### src/rtl/dfm_spi_master_if.sv
// Host request/response bundle of the frequency-meter SPI master: command
// handshake, read-length, received-byte strobe and end-of-transaction strobe.
interface dfm_spi_master_if;
    logic       cmd_vld_i;
    logic       cmd_rdy_o;
    logic       cmd_dc_i;
    logic [7:0] cmd_data_i;
    logic [3:0] rd_len_i;
    logic       rd_vld_o;
    logic [7:0] rd_data_o;
    logic       done_o;

    modport master (
        output cmd_vld_i,
        output cmd_dc_i,
        output cmd_data_i,
        output rd_len_i,
        input  cmd_rdy_o,
        input  rd_vld_o,
        input  rd_data_o,
        input  done_o
    );

    modport slave (
        input  cmd_vld_i,
        input  cmd_dc_i,
        input  cmd_data_i,
        input  rd_len_i,
        output cmd_rdy_o,
        output rd_vld_o,
        output rd_data_o,
        output done_o
    );
endinterface

### src/rtl/dfm_spi_master.sv
// Host-side SPI mode-0 master for the frequency meter: one CS-framed burst of
// a command byte followed by up to eight dummy bytes whose replies are strobed out.
module dfm_spi_master #(
    parameter int CLK_DIV  = 4,
    parameter int CS_SETUP = 2,
    parameter int CS_HOLD  = 2
) (
    input  logic            clk_i,
    input  logic            rst_i,
    dfm_spi_master_if.slave host,
    output logic            spi_sclk_o,
    output logic            spi_mosi_o,
    output logic            spi_cs_n_o,
    output logic            dc_o,
    input  logic            spi_miso_i
);

    localparam int DIV_W   = (CLK_DIV > 1) ? $clog2(CLK_DIV) : 1;
    localparam int GRD_MAX = (CS_SETUP > CS_HOLD) ? CS_SETUP : CS_HOLD;
    localparam int GRD_W   = (GRD_MAX > 1) ? $clog2(GRD_MAX) : 1;

    localparam logic [DIV_W-1:0] DIV_LAST   = DIV_W'(CLK_DIV - 1);
    localparam logic [GRD_W-1:0] SETUP_LAST = GRD_W'(CS_SETUP - 1);
    localparam logic [GRD_W-1:0] HOLD_LAST  = GRD_W'(CS_HOLD - 1);
    localparam logic [3:0]       MAX_LEN    = 4'd8;

    typedef enum logic [1:0] {
        ST_IDLE  = 2'd0,
        ST_SETUP = 2'd1,
        ST_XFER  = 2'd2,
        ST_HOLD  = 2'd3
    } state_t;

    state_t           r_state;
    logic [DIV_W-1:0] r_div_cnt;
    logic [GRD_W-1:0] r_grd_cnt;
    logic [2:0]       r_bit_cnt;
    logic [3:0]       r_byte_cnt;
    logic [3:0]       r_len;
    logic [6:0]       r_tx;
    logic [6:0]       r_rx;
    logic             r_sclk;
    logic             r_mosi;
    logic             r_cs_n;
    logic             r_dc;
    logic             r_cmd_rdy;
    logic             r_rd_vld;
    logic [7:0]       r_rd_data;
    logic             r_done;

    state_t           w_state_nxt;
    logic [DIV_W-1:0] w_div_cnt_nxt;
    logic [GRD_W-1:0] w_grd_cnt_nxt;
    logic [2:0]       w_bit_cnt_nxt;
    logic [3:0]       w_byte_cnt_nxt;
    logic [3:0]       w_len_nxt;
    logic [6:0]       w_tx_nxt;
    logic [6:0]       w_rx_nxt;
    logic             w_sclk_nxt;
    logic             w_mosi_nxt;
    logic             w_cs_n_nxt;
    logic             w_dc_nxt;
    logic             w_cmd_rdy_nxt;
    logic             w_rd_vld_nxt;
    logic [7:0]       w_rd_data_nxt;
    logic             w_done_nxt;

    logic             w_accept;
    logic             w_half_end;
    logic             w_last_bit;
    logic             w_last_byte;
    logic             w_setup_end;
    logic             w_hold_end;
    logic [3:0]       w_len_clamp;

    assign w_accept    = host.cmd_vld_i & r_cmd_rdy;
    assign w_half_end  = (r_div_cnt == DIV_LAST);
    assign w_last_bit  = (r_bit_cnt == 3'd7);
    assign w_last_byte = (r_byte_cnt == r_len);
    assign w_setup_end = (r_grd_cnt == SETUP_LAST);
    assign w_hold_end  = (r_grd_cnt == HOLD_LAST);
    assign w_len_clamp = (host.rd_len_i > MAX_LEN) ? MAX_LEN : host.rd_len_i;

    assign spi_sclk_o     = r_sclk;
    assign spi_mosi_o     = r_mosi;
    assign spi_cs_n_o     = r_cs_n;
    assign dc_o           = r_dc;
    assign host.cmd_rdy_o = r_cmd_rdy;
    assign host.rd_vld_o  = r_rd_vld;
    assign host.rd_data_o = r_rd_data;
    assign host.done_o    = r_done;

    // State and datapath register bank with synchronous reset
    always_ff @(posedge clk_i) begin
        if (rst_i) begin
            r_state    <= ST_IDLE;
            r_div_cnt  <= '0;
            r_grd_cnt  <= '0;
            r_bit_cnt  <= 3'd0;
            r_byte_cnt <= 4'd0;
            r_len      <= 4'd0;
            r_tx       <= 7'd0;
            r_rx       <= 7'd0;
            r_sclk     <= 1'b0;
            r_mosi     <= 1'b0;
            r_cs_n     <= 1'b1;
            r_dc       <= 1'b0;
            r_cmd_rdy  <= 1'b1;
            r_rd_vld   <= 1'b0;
            r_rd_data  <= 8'h00;
            r_done     <= 1'b0;
        end else begin
            r_state    <= w_state_nxt;
            r_div_cnt  <= w_div_cnt_nxt;
            r_grd_cnt  <= w_grd_cnt_nxt;
            r_bit_cnt  <= w_bit_cnt_nxt;
            r_byte_cnt <= w_byte_cnt_nxt;
            r_len      <= w_len_nxt;
            r_tx       <= w_tx_nxt;
            r_rx       <= w_rx_nxt;
            r_sclk     <= w_sclk_nxt;
            r_mosi     <= w_mosi_nxt;
            r_cs_n     <= w_cs_n_nxt;
            r_dc       <= w_dc_nxt;
            r_cmd_rdy  <= w_cmd_rdy_nxt;
            r_rd_vld   <= w_rd_vld_nxt;
            r_rd_data  <= w_rd_data_nxt;
            r_done     <= w_done_nxt;
        end
    end

    // Next-state selection for the IDLE/SETUP/XFER/HOLD sequence
    always_comb begin
        w_state_nxt = r_state;
        case (r_state)
            ST_IDLE: begin
                if (w_accept) begin
                    w_state_nxt = ST_SETUP;
                end else begin
                    w_state_nxt = ST_IDLE;
                end
            end
            ST_SETUP: begin
                if (w_setup_end) begin
                    w_state_nxt = ST_XFER;
                end else begin
                    w_state_nxt = ST_SETUP;
                end
            end
            ST_XFER: begin
                if (w_half_end && r_sclk && w_last_bit && w_last_byte) begin
                    w_state_nxt = ST_HOLD;
                end else begin
                    w_state_nxt = ST_XFER;
                end
            end
            ST_HOLD: begin
                if (w_hold_end) begin
                    w_state_nxt = ST_IDLE;
                end else begin
                    w_state_nxt = ST_HOLD;
                end
            end
            default: begin
                w_state_nxt = ST_IDLE;
            end
        endcase
    end

    // Next values of pins, counters and shift registers for each state
    always_comb begin
        w_div_cnt_nxt  = r_div_cnt;
        w_grd_cnt_nxt  = r_grd_cnt;
        w_bit_cnt_nxt  = r_bit_cnt;
        w_byte_cnt_nxt = r_byte_cnt;
        w_len_nxt      = r_len;
        w_tx_nxt       = r_tx;
        w_rx_nxt       = r_rx;
        w_sclk_nxt     = r_sclk;
        w_mosi_nxt     = r_mosi;
        w_cs_n_nxt     = r_cs_n;
        w_dc_nxt       = r_dc;
        w_cmd_rdy_nxt  = r_cmd_rdy;
        w_rd_vld_nxt   = 1'b0;
        w_rd_data_nxt  = r_rd_data;
        w_done_nxt     = 1'b0;
        case (r_state)
            ST_IDLE: begin
                if (w_accept) begin
                    w_cs_n_nxt     = 1'b0;
                    w_dc_nxt       = host.cmd_dc_i;
                    w_mosi_nxt     = host.cmd_data_i[7];
                    w_tx_nxt       = host.cmd_data_i[6:0];
                    w_len_nxt      = w_len_clamp;
                    w_cmd_rdy_nxt  = 1'b0;
                    w_grd_cnt_nxt  = '0;
                    w_div_cnt_nxt  = '0;
                    w_bit_cnt_nxt  = 3'd0;
                    w_byte_cnt_nxt = 4'd0;
                    w_rx_nxt       = 7'd0;
                end else begin
                    w_cmd_rdy_nxt  = 1'b1;
                end
            end
            ST_SETUP: begin
                w_sclk_nxt = 1'b0;
                if (w_setup_end) begin
                    w_grd_cnt_nxt = '0;
                    w_div_cnt_nxt = '0;
                end else begin
                    w_grd_cnt_nxt = r_grd_cnt + GRD_W'(1'b1);
                end
            end
            ST_XFER: begin
                if (!w_half_end) begin
                    w_div_cnt_nxt = r_div_cnt + DIV_W'(1'b1);
                end else if (!r_sclk) begin
                    // Rising edge: capture MISO; the command byte's reply is never strobed
                    w_div_cnt_nxt = '0;
                    w_sclk_nxt    = 1'b1;
                    w_rx_nxt      = {r_rx[5:0], spi_miso_i};
                    if (w_last_bit && (r_byte_cnt != 4'd0)) begin
                        w_rd_vld_nxt  = 1'b1;
                        w_rd_data_nxt = {r_rx, spi_miso_i};
                    end else begin
                        w_rd_vld_nxt  = 1'b0;
                    end
                end else begin
                    w_div_cnt_nxt = '0;
                    w_sclk_nxt    = 1'b0;
                    w_tx_nxt      = {r_tx[5:0], 1'b0};
                    w_bit_cnt_nxt = r_bit_cnt + 3'd1;
                    if (w_last_bit && w_last_byte) begin
                        w_mosi_nxt    = 1'b0;
                        w_grd_cnt_nxt = '0;
                    end else if (w_last_bit) begin
                        w_mosi_nxt     = r_tx[6];
                        w_byte_cnt_nxt = r_byte_cnt + 4'd1;
                    end else begin
                        w_mosi_nxt     = r_tx[6];
                    end
                end
            end
            ST_HOLD: begin
                w_sclk_nxt = 1'b0;
                if (w_hold_end) begin
                    w_cs_n_nxt    = 1'b1;
                    w_dc_nxt      = 1'b0;
                    w_done_nxt    = 1'b1;
                    w_cmd_rdy_nxt = 1'b1;
                    w_grd_cnt_nxt = '0;
                end else begin
                    w_grd_cnt_nxt = r_grd_cnt + GRD_W'(1'b1);
                end
            end
            default: begin
                w_sclk_nxt    = 1'b0;
                w_mosi_nxt    = 1'b0;
                w_cs_n_nxt    = 1'b1;
                w_dc_nxt      = 1'b0;
                w_cmd_rdy_nxt = 1'b1;
            end
        endcase
    end

endmodule

### src/flat_wrapper.sv
// flat-port wrapper written by rule: the top's interface ports become plain ports
module dfm_spi_master_flat 
#(
    parameter int CLK_DIV  = 4,
    parameter int CS_SETUP = 2,
    parameter int CS_HOLD  = 2
)
  (clk_i, rst_i, spi_sclk_o, spi_mosi_o, spi_cs_n_o, dc_o, spi_miso_i, host_cmd_vld_i, host_cmd_dc_i, host_cmd_data_i, host_rd_len_i, host_cmd_rdy_o, host_rd_vld_o, host_rd_data_o, host_done_o);
  dfm_spi_master_if host_i ();
  input  logic clk_i;
  input  logic rst_i;
  output logic spi_sclk_o;
  output logic spi_mosi_o;
  output logic spi_cs_n_o;
  output logic dc_o;
  input  logic spi_miso_i;
  input wire logic [$bits(host_i.cmd_vld_i)-1:0] host_cmd_vld_i;
  input wire logic [$bits(host_i.cmd_dc_i)-1:0] host_cmd_dc_i;
  input wire logic [$bits(host_i.cmd_data_i)-1:0] host_cmd_data_i;
  input wire logic [$bits(host_i.rd_len_i)-1:0] host_rd_len_i;
  output wire logic [$bits(host_i.cmd_rdy_o)-1:0] host_cmd_rdy_o;
  output wire logic [$bits(host_i.rd_vld_o)-1:0] host_rd_vld_o;
  output wire logic [$bits(host_i.rd_data_o)-1:0] host_rd_data_o;
  output wire logic [$bits(host_i.done_o)-1:0] host_done_o;
  assign host_i.cmd_vld_i = host_cmd_vld_i;
  assign host_i.cmd_dc_i = host_cmd_dc_i;
  assign host_i.cmd_data_i = host_cmd_data_i;
  assign host_i.rd_len_i = host_rd_len_i;
  assign host_cmd_rdy_o = host_i.cmd_rdy_o;
  assign host_rd_vld_o = host_i.rd_vld_o;
  assign host_rd_data_o = host_i.rd_data_o;
  assign host_done_o = host_i.done_o;
  dfm_spi_master #(.CLK_DIV(CLK_DIV), .CS_SETUP(CS_SETUP), .CS_HOLD(CS_HOLD)) u_core (.clk_i(clk_i), .rst_i(rst_i), .host(host_i), .spi_sclk_o(spi_sclk_o), .spi_mosi_o(spi_mosi_o), .spi_cs_n_o(spi_cs_n_o), .dc_o(dc_o), .spi_miso_i(spi_miso_i));
endmodule
### config.mk
export PLATFORM = sky130hd
export DESIGN_NAME = dfm_spi_master_flat
export DESIGN_NICKNAME = d
export VERILOG_FILES = /design/src/rtl/dfm_spi_master_if.sv /design/src/rtl/dfm_spi_master.sv /design/src/flat_wrapper.sv
export SDC_FILE = /design/constraint.sdc
export NUM_CORES = 1
export LEC_CHECK = 0
export ABC_AREA = 0
export BUFFER_PORTS_ARGS = -buffer_cell sky130_fd_sc_hd__buf_2
export CAP_MARGIN = 20
export CORE_ASPECT_RATIO = 0.7
export CORE_UTILIZATION = 40
export DETAILED_ROUTE_END_ITERATION = 8
export PLACE_DENSITY_LB_ADDON = 0.1
export SYNTH_ARGS = -nofsm -noshare
export SYNTH_HDL_FRONTEND = slang
export SYNTH_SLANG_ARGS = --single-unit
### constraint.sdc
create_clock -name clk_i -period 1.9 [get_ports clk_i]
set_input_delay 0.57 -clock clk_i [delete_from_list [all_inputs] [get_ports clk_i]]
set_output_delay 0.57 -clock clk_i [all_outputs]
set_load 0.03 [all_outputs]
; Word level (Yosys, flattened, before mapping)
; Cells that the tools add are included.
[word_totals]
register_bits = 45
latchBits = 0
ram_bits = 0
mem_bits_ro = 0
input_bits = 17
out_inout_bits = 15
elab_cells = 116
memories = 0
[classes]
addsub = 4
multipliers = 0
div_mod_pow = 0
n_lt_le_gt_ge = 1
eq_ne = 15
shifts = 0
mux = 51
bitwise = 5
reduce_logical = 24
[ops]
columns = operator, n
row1 = $mux 7, 6
row2 = $pmux 7 s2, 2
row3 = $mux 4, 6
row4 = $mux 1, 19
row5 = $reduce_and 4->1, 4
row6 = $ne 2x1->1 const B, 7
row7 = $mux 2, 5
row8 = $pmux 1 s2, 5
row9 = $mux 3, 3
row10 = $pmux 2 s4, 1
row11 = $pmux 4 s2, 1
row12 = $eq 2x2->1 const B, 3
row13 = $pmux 2 s3, 1
row14 = $pmux 3 s2, 1
row15 = $reduce_and 2->1, 3
row16 = $reduce_and 3->1, 2
row17 = $reduce_and 6->1, 1
row18 = $reduce_bool 2->1, 3
row19 = $logic_and 1x1->1, 5
row20 = $add 4x1->4 const B, 1
row21 = $eq 4x4->1, 1
row22 = $gt 4x4->1 const B, 1
row23 = $ne 2x2->1 const B, 2
row24 = $not 1->1, 4
row25 = other kinds (12), 13

; Logic depth before layout (Yosys ltp)
[depth]
word_depth = 6
depth_mapped = 7
ltp_nobuf = 6

; Worst setup path before layout
; OpenSTA, ideal clock, no wires.
[synth_path]
kind = register to register
startpoint = reg u_core.r_sclk (netlist: u_core.spi_sclk_o)
endpoint = reg u_core.r_byte_cnt[3]
setup_time_ps = 70
t_arrival_ps = 1575
required_ps = 1830
path_slack_ps = 255
stages_incl_launch_ff = 6
n_path_buf = 1
period_less_slack_ps = 1645
path_cell_list = dfxtp_1 -> and4b_1 -> buf_4 -> o21ai_2 -> or4_1 -> a21oi_1
[synth_between]
elab_chain_len = 2
[synth_lines]
columns = item, line
row1 = start: declaration, dfm_spi_master.sv:42  ; logic r_sclk;
row2 = start signal: assignment, dfm_spi_master.sv:121  ; r_sclk <= w_sclk_nxt;
row3 = $ne 2x1->1 (no source line), --
row4 = $reduce_and 6->1 (no source line), --
row5 = end signal: assignment, dfm_spi_master.sv:117  ; r_byte_cnt <= w_byte_cnt_nxt;
row6 = end: declaration, dfm_spi_master.sv:38  ; logic [3:0] r_byte_cnt;
; No other way between the ends.
; A chain may end at the register's enable or synchronous reset.

; Worst setup path in the final report
[layout_path]
startpoint = reg u_core.r_div_cnt[0]
endpoint = reg u_core.r_byte_cnt[3]
[layout_between]
elab_chain_len = 3
[layout_lines]
columns = item, line
row1 = start: declaration, dfm_spi_master.sv:35  ; logic [DIV_W-1:0] r_div_cnt;
row2 = start signal: assignment, dfm_spi_master.sv:114  ; r_div_cnt <= w_div_cnt_nxt;
row3 = $eq 2x2->1, dfm_spi_master.sv:77  ; assign w_half_end = (r_div_cnt == DIV_LAST);
row4 = $ne 2x1->1 (no source line), --
row5 = $reduce_and 6->1 (no source line), --
; No other way between the ends.

==> summary.md <==
| Metric | Value |
|---|---|
| Outcome | completed |
| Worst R2R Setup Slack | 180 ps |
| Routed vias/inst | 5.20 |
| Die Area | 5180 sq um |
| CTS root buffer | clkbuf_8 |
| Util after Layout | 0.514 |
| Met2 usage | 0.246 |
| Crit-path cells | ha_1, and4b_1, o21ai_2, or4_1, a21oi_1 |
| Synthesized area per cell | 8.81 sq um |
| Fill cell count | 444 |
| Clk_lat worst skew | 300 ps |
| Clk sinks | 45 |
| Sw frac | 0.264 |
| Hold Fails Final Rpt | 0 |
| Register area share after synthesis | 0.461 |
| MaxCap Viol Count | 0 |
| Asr flop ratio synth | 0 |
| Most frequent cells in the layout | dfxtp_1, nand2_1, buf_2, nor2_1, a21oi_1 |
| Largest net degree at the start of global routing | 46 |
| Final setup viols | 0 |
| Sw power | 476 uW |
| Pwr Density | 779 nW/um^2 |
| Number of distinct library cells after synthesis | 36 |
| CP Class | flop to flop |
| Slew HR | 0.554 |
| Crit-path slowest cell | or4_1 |
| TritonCTS clock tree | built |
| Worst setup SP type | flop |
| Leakage | 0.00103 uW |
| Final wirelength | 4210 um |
| Share of power burned in registers | 0.556 |
| Post-Syn Nets | 244 |
| GR Util met3 | 0.0449 |
| Hpwl dp | 2950 um |
| Synth Cell Area | 1960 sq um |
| Fin. max-slew vios | 0 |
| Routability cong. | 0.740 |
| Slew @ Worst Pin | 668 ps |
| Remaining antenna violation count | 0 |
| Placed insts | 305 |
| Initial antenna violation count | 0 |
| Row cnt | 20 |
| Global-route wire length before repair | 7180 um |
| Min cycle time layout | 1720 ps |
| Setup Skew | 6.68 ps |
| F_max | 580 MHz |
| Part of the power in combinational logic | 0.126 |
| Gate Count Post-Synth | 222 |
| Design area | 2320 sq um |
| EDFF count, synth | 0 |
| Multi-input logic area | 987 sq um |
| Layout area overhead | 18.4% |
| Arr. time, crit path | 1950 ps |
| Clk pwr share | 0.318 |
| Count of yosys warnings during synthesis | 0 |
| Final net count | 279 |
| Total gr overflow | 0 |
| CP peak stage delay | 480 ps |
| Hold buffer count at CTS | 0 |
| Crit Path Max Fanout | 7 |
| Die Wd | 85.6 um |
| IO Pins | 32 |
| WP data required | 2130 ps |
| FF+latch count, synth | 45 |
| Routed via count | 1629 |
| PortBufs | 31 |
| Main synth FF type | dfxtp_1 |
| Setup tns final | 0 ps |
| Iteration-0 DRC Markers | 97 |
| CTS resizes | 0 |
| Pint | 1330 uW |
| DP Area | 2220 sq um |
| Antenna diodes | 0 |
| DR pass1 iterations | 5 |
| GRT Total Usage | 0.181 |
| Clock Path Buffers | 2 |
| Final Cycle Share | 0.908 |
| Vias in the first global route | 1460 |
| Starting Density | 0.434 |
| Worst Hold Class | flop to flop |
| Met1 GRT Util | 0.279 |
| Most common cell after layout, fill and taps aside | dfxtp_1 |
| RSZ-0062 raised after global routing | no |
| Clock slew at the register clock pins of the worst setup and hold paths | 80 ps |
| Die Height | 60.5 um |
| CTS buffer count | 5 |
| Reg area | 901 sq um |
| Layout cell share with drive strength beyond 1 | 0.213 |
| Top Usage Layer GRT | met1 |
| Fin cells | 313 |
| H-tree depth reported by CTS | 2 |
| WL per Instance | 13.4 um |
| DRC | 0 |
| Core Box Area | 4500 sq um |
| Postcts setup bufs | 0 |
| Crit path capture type | flop |
| Peak supply drop | 0.000508 V |
per-stage QoR:
| stage | setup WS (ps) | total power, uW | hold WS (ps) |
|---|---|---|---|
| after floorplan | 255 | 1180 | 444 |
| after global placement | 58.0 | 1250 | 453 |
| after detailed placement | 53.5 | 1250 | 449 |
| after CTS | 26.9 | 1830 | 470 |
| after global routing | 113 | 1900 | 486 |
| final | 175 | 1800 | 468 |
sequential cells by signal (all words and copies together), names as in the netlist, 2 cells and up:
signal	count
u_core.host.rd_data_o	8
u_core.r_bit_cnt	3
u_core.r_byte_cnt	4
u_core.r_div_cnt	2
u_core.r_len	4
u_core.r_rx	7
u_core.r_state	2
u_core.r_tx	7
synthesized netlist by cell type (all sizes together), types with 4 or more instances:
| library cell | count | area [sq um] |
|---|---|---|
| dfxtp | 45 | 901 |
| nand2 | 31 | 116 |
| nor2 | 24 | 90.1 |
| a21oi | 19 | 95.1 |
| nand3 | 11 | 55.1 |
| mux2i | 10 | 100 |
| buf | 9 | 47.6 |
| clkbuf | 7 | 26.3 |
| a311oi | 6 | 52.6 |
| nand2b | 6 | 37.5 |
| or3 | 6 | 37.5 |
| xor2 | 6 | 52.6 |
| ha | 5 | 62.6 |
| nand3b | 5 | 37.5 |
| nor3 | 4 | 20.0 |
| o21ai | 4 | 23.8 |
cells by family after synthesis:
family,count (synthesis),synth area share
flip-flops,45,0.461
buffers and inverters,19,0.0435
XOR/XNOR,6,0.0269
AND/OR/NAND/NOR,97,0.254
adder cells (fa/ha/maj),5,0.0320
multiplexers,10,0.0512
AO/OA/AOI/OAI,40,0.132
cell type report:
class / count / area share
Clock buffer: 6 / 0.0313
Clock inverter: 2 / 0.00432
Tap cell: 55 / 0.0297
Multi-Input combinational cell: 158 / 0.426
Sequential cell: 45 / 0.389
Inverter: 3 / 0.00486
Timing Repair Buffer: 44 / 0.115
layer usage:
layer	vias up	share of wire
met5	-	0
met4	0	0.014
met3	7	0.038
met2	30	0.39
met1	749	0.56
li1	843	-
power by group through the flow:
stage / clock (uW) / combinational [uW] / sequential, uW
after floorplan: 0 / 142 / 1040
after global placement: 0 / 228 / 1020
after detailed placement: 0 / 228 / 1030
after CTS: 594 / 229 / 1000
after global routing: 639 / 254 / 1010
final: 574 / 227 / 1000
worst paths after layout:
path / from / endpoint / cells past startpoint
setup / recovery: u_core.r_div_cnt[0]$_SDFFE_PP0P_ / u_core.r_byte_cnt[3]$_SDFFE_PP0P_ / 5
hold / removal: u_core.spi_cs_n_o$_SDFFE_PP1P_ / u_core.spi_cs_n_o$_SDFFE_PP1P_ / 2
setup reg to reg: u_core.r_div_cnt[0]$_SDFFE_PP0P_ / u_core.r_byte_cnt[3]$_SDFFE_PP0P_ / 5
hold reg to reg: u_core.spi_cs_n_o$_SDFFE_PP1P_ / u_core.spi_cs_n_o$_SDFFE_PP1P_ / 2
critical path, delay by kind of cell, from the launching register on:
family                     cells  cell delay [ps]
and+or+nand+nor                2              860
DFF                            1              360
AOI/OAI and AO/OA              2              260
adders and majority gates      1              180
(Power assumes the default switching activity.)
